[src/rtl/wac_cmd_sched.sv]
// wac_cmd_sched: FIFO-fed command scheduler that applies {ctrlWord, confWord} to the WAC control block.
// Define WAC_SCHED_TIMEOUT_EN to bound ADC waits to TIMEOUT cycles.
module wac_cmd_sched #(
   parameter int unsigned DEPTH   = 8,
   parameter int unsigned SETTLE  = 64,
   parameter int unsigned TIMEOUT = 65535
) (
   input  logic        clk,
   input  logic        rst,
   input  logic        cmd_wr,
   input  logic [7:0]  cmd_word,
   input  logic [15:0] cmd_conf,
   output logic        cmd_full,
   output logic        cmd_empty,
   input  logic        readyAdc,
   input  logic        err_clr,
   output logic [7:0]  ctrlWord,
   output logic [15:0] confWord,
   output logic        ctrlEn,
   output logic        busy,
   output logic        done,
   output logic        ovf_err,
   output logic        timeout_err
);

   localparam int unsigned AW          = $clog2(DEPTH);
   localparam logic [15:0] SETTLE_LAST = 16'(SETTLE - 1);
   localparam logic [15:0] TO_LAST     = 16'(TIMEOUT - 1);
   localparam logic [3:0]  MODE_ADC    = 4'h9;
`ifdef WAC_SCHED_TIMEOUT_EN
   localparam bit TO_EN = 1'b1;
`else
   localparam bit TO_EN = 1'b0;
`endif

   typedef enum logic [1:0] {S_IDLE, S_LOAD, S_RUN, S_DONE} state_e;

   state_e      state_q;
   logic [23:0] mem_q [DEPTH];
   logic [AW:0] wr_ptr_q, wr_ptr_d;
   logic [AW:0] rd_ptr_q, rd_ptr_d;
   logic [15:0] cnt_q;
   logic [7:0]  ctrl_word_q;
   logic [15:0] conf_word_q;
   logic        ctrl_en_q;
   logic        done_q;
   logic        ovf_err_q;
   logic        timeout_err_q;

   logic        push;
   logic        pop;
   logic        is_adc;
   logic        to_hit;
   logic        run_exit;
   logic [23:0] head;

   // Full/empty come straight from the registered pointers, so a write is
   // judged against the occupancy before any same-cycle pop.
   assign cmd_empty = (wr_ptr_q == rd_ptr_q);
   assign cmd_full  = (wr_ptr_q[AW] != rd_ptr_q[AW]) &&
                      (wr_ptr_q[AW-1:0] == rd_ptr_q[AW-1:0]);

   // NOTE: every signal written in always_comb gets a value on every path, otherwise a latch is inferred.
   always_comb begin
      push     = cmd_wr && !cmd_full;
      pop      = (state_q == S_IDLE) && !cmd_empty;
      wr_ptr_d = push ? wr_ptr_q + 1'b1 : wr_ptr_q;
      rd_ptr_d = pop  ? rd_ptr_q + 1'b1 : rd_ptr_q;
      head     = mem_q[rd_ptr_q[AW-1:0]];
      is_adc   = (ctrl_word_q[3:0] == MODE_ADC);
      to_hit   = TO_EN && (state_q == S_RUN) && is_adc && !readyAdc && (cnt_q == TO_LAST);
      run_exit = 1'b0;
      if (state_q == S_RUN) begin
         if (is_adc) run_exit = readyAdc || to_hit;
         else        run_exit = (cnt_q == SETTLE_LAST);
      end
   end

   // NOTE: the FIFO storage has no reset; emptiness is defined by the pointers alone.
   always_ff @(posedge clk) begin
      if (push) mem_q[wr_ptr_q[AW-1:0]] <= {cmd_word, cmd_conf};
   end

   // NOTE: sequential state uses non-blocking assignments only.
   always_ff @(posedge clk or posedge rst) begin
      if (rst) begin
         wr_ptr_q      <= '0;
         rd_ptr_q      <= '0;
         ovf_err_q     <= 1'b0;
         timeout_err_q <= 1'b0;
      end else begin
         wr_ptr_q <= wr_ptr_d;
         rd_ptr_q <= rd_ptr_d;
         if (err_clr)                ovf_err_q <= 1'b0;
         else if (cmd_wr && cmd_full) ovf_err_q <= 1'b1;
         if (err_clr)     timeout_err_q <= 1'b0;
         else if (to_hit) timeout_err_q <= 1'b1;
      end
   end

   always_ff @(posedge clk or posedge rst) begin
      if (rst) begin
         state_q     <= S_IDLE;
         cnt_q       <= '0;
         ctrl_word_q <= '0;
         conf_word_q <= '0;
         ctrl_en_q   <= 1'b0;
         done_q      <= 1'b0;
      end else begin
         done_q <= 1'b0;
         case (state_q)
            S_IDLE: begin
               if (pop) begin
                  ctrl_word_q <= head[23:16];
                  conf_word_q <= head[15:0];
                  state_q     <= S_LOAD;
               end
            end
            S_LOAD: begin
               cnt_q     <= '0;
               ctrl_en_q <= 1'b1;
               state_q   <= S_RUN;
            end
            S_RUN: begin
               // Saturating so a very long ADC wait can never alias a settle/timeout match.
               if (cnt_q != 16'hFFFF) cnt_q <= cnt_q + 1'b1;
               if (run_exit) begin
                  ctrl_en_q <= 1'b0;
                  done_q    <= 1'b1;
                  state_q   <= S_DONE;
               end
            end
            S_DONE: begin
               ctrl_word_q <= '0;
               conf_word_q <= '0;
               state_q     <= S_IDLE;
            end
            default: state_q <= S_IDLE;
         endcase
      end
   end

   assign ctrlWord    = ctrl_word_q;
   assign confWord    = conf_word_q;
   assign ctrlEn      = ctrl_en_q;
   assign done        = done_q;
   assign busy        = (state_q != S_IDLE);
   assign ovf_err     = ovf_err_q;
   assign timeout_err = timeout_err_q;

endmodule

[config.mk]
export PLATFORM = sky130hd
export DESIGN_NAME = wac_cmd_sched
export DESIGN_NICKNAME = d
export VERILOG_FILES = /design/src/rtl/wac_cmd_sched.sv
export SDC_FILE = /design/constraint.sdc
export NUM_CORES = 1
export LEC_CHECK = 0
export CORE_UTILIZATION = 55
export DETAILED_ROUTE_END_ITERATION = 10
export PLACE_DENSITY = 0.74
export SYNTH_ARGS = -nofsm -noshare
export SYNTH_HDL_FRONTEND = slang
export SYNTH_SLANG_ARGS = --single-unit
export TNS_END_PERCENT = 100
[constraint.sdc]
create_clock -name clk -period 5 [get_ports clk]
set_clock_uncertainty 0.05 [all_clocks]
set_input_delay 0.5 -clock clk [delete_from_list [all_inputs] [get_ports clk]]
set_output_delay 0.5 -clock clk [all_outputs]
set_load 0.05 [all_outputs]
* After elaboration in Yosys (flattened, before gate mapping) *
Memory sizes are Yosys's and may differ from the RTL's.
Cells that the tools add are included.

storage, ports and cells
  RAM bits = 192
  memories kept = 1
  register bits after elaboration = 53
  output and inout bits = 31

operators by class
  eq/ne operators = 12
  multiplexer cells = 19
  reduce and logical (&&, ||, !) cells = 15
  add/subtract/negate cells = 3

memories
  memory  words  width  read ports  clocked after Yosys merged registers in  wr ports  RTL line  RTL
  mem_q   8      24     1           0                                        1         39        logic [23:0] mem_q [DEPTH];

operators by type and width
  cell                   count
  $pmux 16 s2            2
  $mux 16                2
  $add 16x1->16 const B  1
  $eq 16x6->1 const B    1
  $ne 16x16->1 const B   1
  $pmux 8 s2             1
  $mux 1                 9
  $add 4x1->4 const B    2
  $mux 8                 1
  $pmux 2 s4             1
  $reduce_and 2->1       4
  $reduce_bool 2->1      4
  $eq 2x2->1 const B     2
  $eq 4x4->1             1
  $eq 4x4->1 const B     1
  $logic_and 1x1->1      4
  $mux 2                 2
  $ne 2x2->1 const B     2
  $eq 3x3->1             1
  $eq 2x1->1 const B     1
  $logic_not 1->1        2
  $logic_not 2->1        1
  $ne 2x1->1 const B     1
  $pmux 1 s2             1
  $ne 1x1->1             1

* Logic depth before layout (Yosys ltp) *
Gate-level depths: netlist (run 1).

  word-level depth = 6
  gate-level depth with buffers = 8
  depth with buffers taken out = 6

* Worst setup path before layout (run 1) *
No wires, ideal clock.

  path type = register -> register
  start = reg wr_ptr_q[0]
  end = mem mem_q[6][0] (enable)
  setup time = 0.440 ns
  data required time = 4.510 ns
  path buffers = 1
  setup slack = 1.380 ns
  period minus slack after synthesis = 3.620 ns
  cell stages (with the launch flop) = 6
  data arrival time = 3.130 ns
  cells stage by stage = dfrtp_1 > clkbuf_4 > xor2_2 > o41ai_4 > or2_2 > nor3b_1

between the ends
  word-level cells in the longest chain between the ends = 6

RTL lines
  item                          RTL line  RTL
  start, declared               40        logic [AW:0] wr_ptr_q, wr_ptr_d;
  start signal, assigned        92        wr_ptr_q <= wr_ptr_d;
  $eq 3x3->1                    61        (wr_ptr_q[AW-1:0] == rd_ptr_q[AW-1:0]);
  $logic_and 1x1->1             60        assign cmd_full = (wr_ptr_q[AW] != rd_ptr_q[AW]) &&
  $logic_not 1->1               65        push = cmd_wr && !cmd_full;
  $logic_and 1x1->1             65
  $mux 1                        81        if (push) mem_q[wr_ptr_q[AW-1:0]] <= {cmd_word, cmd_conf};
  $mux 1 (implied by the code)  81
  end, declared                 39

Parallel ways exist; a longest one is shown, timed or not.

* Final worst setup path (run 1) *
  start = reg wr_ptr_q[0]
  end = out cmd_full

between the ends
  word-level cells in the longest chain between the ends = 2

RTL lines
  item               RTL line  RTL
  $eq 3x3->1         61
  $logic_and 1x1->1  60
  end, declared      13        output logic cmd_full,

No other way between the ends.

==> results of run 1 <==
-- how the worst max path moves through the flow --
| stage | startpoint | endpoint | slack (ns) |
|---|---|---|---|
| after global routing | wr_ptr_q[0] | cmd_full | 1.54 |
| final | wr_ptr_q[0] | cmd_full | 1.71 |
| after floorplan | wr_ptr_q[0] | mem_q[6][0] | 1.38 |
| after detailed placement | cmd_wr | mem_q[2][6] | 1.96 |
| after CTS | wr_ptr_q[0] | cmd_full | 1.71 |
| after global placement | cmd_wr | mem_q[2][6] | 2.03 |
-- cells in the mapped netlist (all sizes together), types with 6 or more instances --
cell | instances | area, um^2
o21ai | 6 | 30.03
ha | 7 | 87.58
edfxtp | 192 | 5766
mux2i | 28 | 280.3
nor4 | 8 | 65.06
inv | 9 | 33.78
clkbuf | 11 | 46.29
xor2 | 7 | 95.09
nor2 | 11 | 41.29
nand4 | 9 | 68.81
xnor2 | 6 | 52.55
buf | 17 | 123.9
dfrtp | 53 | 1326
nand3 | 8 | 40.04
o2bb2ai | 24 | 210.2
nand2 | 11 | 41.29
mux4 | 48 | 1081
a21oi | 6 | 30.03
-- cells by family after synthesis --
kind of cell	synth area share (%)
flops	71.97
fa+ha+maj	0.8888
mux	14.04
compound gates	5.232
buf+inv	2.070
xor+xnor	1.498
other cells	0.03806
simple gates	4.254
-- routing by layer --
metal / vias up / share of wire [%] / global-route usage, %
met5: - / 0 / 0
met4: 0 / 2.9 / 6.742
met3: 39 / 5.2 / 3.691
met2: 157 / 49 / 34.95
met1: 2574 / 43 / 29.27
li1: 2219 / - / -
-- stage by stage --
step                      hold WS [ns]  area [um^2]  instances  util [%]
after floorplan                 0.4482         9853        511         -
after global placement          0.4255        10680        778     61.31
after detailed placement        0.4247        10680        778     61.31
after CTS                       0.3146        11550        824     66.31
after global routing            0.3375        11550        824     66.31
final                           0.2999        11550        824     66.31
-- worst max-delay path, cell delays in order, from the launching register on --
cell and delay, ns:
dfrtp_1 0.61, xor2_2 0.23, nor4_1 0.49, clkdlybuf4s50_1 0.90
-- where the power goes --
| group | switching (uW) | internal [uW] | total [uW] |
|---|---|---|---|
| Combinational | 1420 | 962 | 2390 |
| Clock | 759 | 1160 | 1920 |
| Sequential | 179 | 2600 | 2780 |
-- registers in the layout, summed over array words and instances, names as in the netlist --
| register | flops |
|---|---|
| confWord | 16 |
| mem_q | 192 |
| cnt_q | 16 |
| ctrlWord | 8 |
| rd_ptr_q | 4 |
| wr_ptr_q | 4 |
| state_q | 2 |
| done | 1 |
| ovf_err | 1 |
| ctrlEn | 1 |
-- layout make-up --
type,count,area share [%]
repair buffers,70,5.807
flip-flops and latches,245,61.45
clock buffers,29,5.720
inverters,9,0.2925
clock inverters,17,1.831
multi-input cells,229,22.47
well taps,225,2.437
==> metrics.txt, run 1 <==
post-synthesis net count 547; largest net degree at the start of global routing 52; Core ar. 17,420 um^2; asr flop ratio synth 21.63%; gr usage total 21.30%; Final ANT Viol Nets 0; CTS sink cnt 245; final worst setup slack 1.708 ns; Rows 48; setup TNS 0 ns; startpoint types flop; detailed placer's ending HPWL 10,790 um; Peak Freq 303.8 MHz; total power 7091 uW; Post-CTS Setup Bufs 0; DRT Pass-1 Iters 4; DRC viols 0; syn avg cell area 19.28 um^2; # nets final 616; H-tree Lvls 1; Resize count post-CTS 0; Placer Congestion 0.7864; clk_lat worst skew 0.53 ns; cells after synthesis 511; Layout area overhead 17.22%; r2r startpoint wr_ptr_q[0]; Post-synth top flop edfxtp_1; first-pass GRT wire length 28,970 um; Initial Util 56.57%; most common cell after layout, fill and taps aside edfxtp_1; Worst Setup End Kind output pin; violation count after the first detailed-routing iteration 353; most frequent cells in the layout edfxtp_1 (192), clkdlybuf4s50_1 (58), dfrtp_1 (51), mux4_2 (48), mux2i_1 (28); r2r worst-path depth 5; clock root buffer clkbuf_16; period utilisation layout 65.83%; status completed; synth unique cells 56; hold_buf cts 0; YS warnings 0; WL/cell 22.16 um; fillcell total 1,129; Hold Path Class input port to asynchronous set/reset pin; sequential share of the synthesized area 71.97%; Reg area 7097 um^2; count of pins over their slew limit 0; DP Worst Slack 1.957 ns; Post-synth EDFFs 192; leakage power 0.004024 uW; worst reg2reg setup slack 2.07 ns; Ant. Diodes 0; clock buffer depth 3; worst-path maximum fanout 10; Detailed Route WL 18,260 um; CP Data Arrival Time 2.74 ns; critical path class flop to output pin; Max-cap violations 0; GRT Residual Overflow 0; Power Density 614.0 nW/um^2; die height 135.8 um; Via density 6.055; Yosys reg bits 245; antenna violations before repair 0; Ports 60; Setup Viol. Count Final 0; CP Data Required Time 4.45 ns; Slew headroom 24.30%; vias in the first global route 5,186; synthesized cell area 9853 um^2; VDD IR max 0.4001 mV; layout cell share with drive strength beyond 1 21.37%; fin crit period 3.292 ns; area of the multi-input gates 2595 um^2; unrepaired setup endpoints after global routing no; area of the die 18,450 um^2; TritonCTS clock tree built; slew of the pin with the lowest slew margin 1.129 ns; FF-to-FF End mem_q[2][2]; via count 4,989; Reg clk slew, reported paths 0.06 ns; Fin. Hold Viols 0; total CTS buffers 25; count of input and output buffers 58; Die X 135.8 um
Power figures use the tool's default switching activity.
==> run 2: changes to the inputs <==
Clock period 5 ns to 3.1 ns, I/O delays scaled along.
==> run 2 against run 1 <==
Wire length grew 0.94%; register-to-register slack lost 1.7 ns; clock power grew 59%; total power grew 61%; final cell count grew 0.85%; via count grew 0.76%; core utilization grew 0.32 points; first-iteration DRC count shrank 13%; critical path depth grew 2.
==> metrics.txt, run 2 (same netlist as run 1, synthesis figures left out) <==
status completed; slowest cell on the critical path nor2_2; violation count after the first detailed-routing iteration 307; total CTS buffers 25; Detailed Route WL 18,430 um; count of input and output buffers 58; Initial Util 56.57%; Placer Congestion 0.8536; unrepaired setup endpoints after global routing no; Post-CTS Setup Bufs 0; startpoint types flop; # nets final 623; worst-path maximum fanout 16; Final ANT Viol Nets 0; hold_buf cts 1; Ant. Diodes 0; crit path to mem_q[5][3]; Reg clk slew, reported paths 0.06 ns; antenna violations before repair 0; area of the die 18,450 um^2; clk_lat worst skew 0.53 ns; Ports 60; fin util 66.64%; Layout area overhead 17.79%; Power Density 986.5 nW/um^2; detailed placer's ending HPWL 10,630 um; Hold Path Class input port to flop; VDD IR max 0.8974 mV; CP Data Required Time 3.28 ns; slew of the pin with the lowest slew margin 1.004 ns; period utilisation layout 88.56%; Core ar. 17,420 um^2; leakage power 0.004072 uW; most common cell after layout, fill and taps aside edfxtp_1; via count 5,027; layout cell share with drive strength beyond 1 22.11%; r2r startpoint rd_ptr_q[0]; fin crit period 2.745 ns; WL/cell 22.18 um; gr usage total 21.70%; crit path launch rd_ptr_q[0]; area of the multi-input gates 2608 um^2; Max-cap violations 0; r2r worst-path depth 5; first-pass GRT wire length 29,410 um; H-tree Lvls 1; Fin. Hold Viols 0; total power 11,450 uW; crit-path max cell delay 0.79 ns; GRT Residual Overflow 0; die height 135.8 um; clock buffer depth 3; crit-path cells xor2_2, o41ai_4, nand2b_1, nor2_2, buf_4; FF-to-FF End mem_q[5][3]; setup TNS 0 ns; max FFs per register 192; Slew headroom 33.00%; most frequent cells in the layout edfxtp_1 (192), clkdlybuf4s50_1 (56), dfrtp_1 (51), mux4_2 (48), mux2i_1 (28); Hold Slack 0.2730 ns; Peak Freq 364.3 MHz; CTS sink cnt 245; Setup Viol. Count Final 0; critical path class flop to flop; vias in the first global route 5,211; DRT Pass-1 Iters 5; Die X 135.8 um; largest net degree at the start of global routing 52; count of pins over their slew limit 0; clock root buffer clkbuf_16; DRC viols 0; Reg area 7097 um^2; Worst Setup End Kind flop; worst reg2reg setup slack 0.35 ns; Rows 48; TritonCTS clock tree built; CP Data Arrival Time 2.92 ns; Resize count post-CTS 0; Via density 6.049; fillcell total 1,144
## run 2: critical path: cells and delay by family, from the launching register on
| kind | cells | cell delay [ns] |
|---|---|---|
| AND/OR/NAND/NOR | 2 | 1.06 |
| AO/OA/AOI/OAI | 1 | 0.17 |
| buffers and inverters | 1 | 0.34 |
| XOR/XNOR | 1 | 0.34 |
| flip-flops | 1 | 0.49 |
## run 2: worst min path at each step
stage,start,endpoint,cells past startpoint
2_1_floorplan,err_clr,ovf_err,1
3_3_place_gp,confWord[6],confWord[6],1
3_5_place_dp,confWord[0],confWord[0],1
4_1_cts,err_clr,ovf_err,2
5_1_grt,err_clr,ovf_err,2
6_report,err_clr,ovf_err,2
## run 2: layer usage
metal,share of wire [%],track usage (%)
met2,51,36.05
met5,0,0
met4,2.0,5.243
met1,42,30.50
met3,5.4,3.207
## run 2: where the power goes
| group | internal [uW] | switching, uW | total (uW) |
|---|---|---|---|
| Sequential | 4200 | 262 | 4460 |
| Clock | 1840 | 1220 | 3060 |
| Combinational | 1600 | 2330 | 3930 |
## run 2: stage by stage
step	instances	setup slack, ns	area, um^2
finish	831	0.3548	11610
global route	831	0.1174	11610
CTS	831	0.2410	11610
detailed placement	784	0.2952	10740
global placement	784	0.3544	10740
floorplan	511	-0.4228	9863
## run 2: final cells by class
class / count / area share (%)
Inverter: 9 / 0.2911
Tap cell: 225 / 2.426
Timing Repair Buffer: 77 / 6.317
Multi-Input combinational cell: 229 / 22.47
Clock buffer: 33 / 5.994
Sequential cell: 245 / 61.15
Clock inverter: 13 / 1.358
==> run 3: changes to the inputs <==
Settings changed: CAP_MARGIN from default to 5.
Clock period 3.1 ns to 2.93 ns, I/O delays scaled along.
==> run 3 against run 2 <==
Combinational power increased by 5.6%; wire length is 3.1% higher; die area did not move; global-route usage increased by 0.25 points; non-clock buffer count decreased by 1; total power rose by 8.0%; sequential power is 7.2% higher.
==> metrics.txt, run 3 (same netlist as run 1, synthesis figures left out) <==
max FFs per register 192; most frequent cells in the layout edfxtp_1 (192), clkdlybuf4s50_1 (56), dfrtp_1 (51), mux4_2 (48), mux2i_1 (28); CP Data Arrival Time 2.23 ns; slowest cell on the critical path dfrtp_1; # nets final 623; slew of the pin with the lowest slew margin 1.005 ns; P_int 8254 uW; Slew headroom 32.99%; Via density 6.111; WL/cell 22.84 um; Final ANT Viol Nets 0; Sw Pwr 4110 uW; status completed; critical path class flop to output pin; crit-path cells xor2_2, nor4_1, buf_12; area of the die 18,450 um^2; fillcell total 1,148; crit-path max cell delay 0.63 ns; Detailed Route WL 19,000 um; detailed placer's ending HPWL 10,920 um; r2r startpoint wr_ptr_q[0]; die height 135.8 um; Hold Path Class input port to asynchronous set/reset pin; total power 12,360 uW; Power Density 1059 nW/um^2; DRC viols 0; most common cell after layout, fill and taps aside edfxtp_1; Fin. Hold Viols 0; first-pass GRT wire length 29,820 um; total CTS buffers 26; CP Data Required Time 2.59 ns; clock buffer depth 3; Ant. Diodes 0; Clk pwr share 27.8%; hold_buf cts 0; Hold Slack 0.06617 ns; Setup Viol. Count Final 0; Placed Area 10,760 um^2; VDD IR max 0.7371 mV; worst-path maximum fanout 10; period utilisation layout 87.92%; Sw Share 33.24%; violation count after the first detailed-routing iteration 327; startpoint types flop; H-tree Lvls 1; fin util 67.05%; Peak Freq 388.2 MHz; Max-cap violations 0; Placer Congestion 0.8445; post-route cell area 11,680 um^2; Worst Setup End Kind output pin; largest net degree at the start of global routing 52; layout cell share with drive strength beyond 1 22.73%; Ports 60; gr usage total 21.95%; count of input and output buffers 58; Rows 48; leakage power 0.004106 uW; clock root buffer clkbuf_16; Initial Util 56.57%; Post-CTS Setup Bufs 0; CTS sink cnt 245; antenna violations before repair 0; Die X 135.8 um; TritonCTS clock tree built; setup TNS 0 ns; combinational share of power 33.5%; Resize count post-CTS 0; count of pins over their slew limit 0; fin crit period 2.576 ns; clk_lat worst skew 0.53 ns; power share of the sequential group 38.7%; DRT Pass-1 Iters 7; GRT Residual Overflow 0; crit path launch wr_ptr_q[0]; Layout area overhead 18.51%; Reg clk slew, reported paths 0.06 ns; via count 5,084; vias in the first global route 5,274; unrepaired setup endpoints after global routing no; r2r worst-path depth 5; Core ar. 17,420 um^2
## run 3: final cells by class
type	instances	area (um^2)	area share, %
inverter	9	33.78	0.2893
tap	225	281.5	2.411
timing repair buffer	76	735.7	6.300
clock buffer	32	723.2	6.193
clock inverter	16	198.9	1.704
sequential	245	7097	60.77
multi-input combinational	229	2608	22.33
## run 3: worst max-delay path: cells and delay by family, from the launching register on
family,cells,cell delay (ns)
DFF,1,0.63
buffers and inverters,1,0.22
xor gates and xnor gates,1,0.24
and+or+nand+nor,1,0.62
## run 3: path summary, 6_finish.rpt
path	end	slack, ns
min in group clk	ovf_err	0.26
setup / recovery	cmd_full	0.35
hold / removal	ovf_err	0.07
setup reg to reg	mem_q[3][20]	0.41
hold reg to reg	confWord[15]	0.44
max in group asynchronous	rd_ptr_q[0]	2.27
## run 3: layer usage
layer	share of wire (%)	up-vias	global-route usage, %	wire length (um)
met1	43	2685	31.23	8213
met2	50	146	35.20	9448
li1	-	2229	-	-
met5	0	-	0	0
met3	5.4	24	4.437	1034
met4	1.6	0	5.243	306
## run 3: metrics by stage
stage / setup slack, ns / instances
2_1_floorplan: -0.5928 / 511
5_1_grt: 0.2228 / 832
3_5_place_dp: 0.4111 / 784
6_report: 0.3538 / 832
4_1_cts: 0.3196 / 832
3_3_place_gp: 0.4720 / 784
## run 3: power by group through the flow
stage	Clock [uW]	Combinational (uW)	Sequential [uW]
floorplan	0	2720	5160
global route	3630	4440	4840
detailed placement	0	4180	4840
CTS	3500	4210	4780
finish	3440	4150	4780
global placement	0	4100	4810
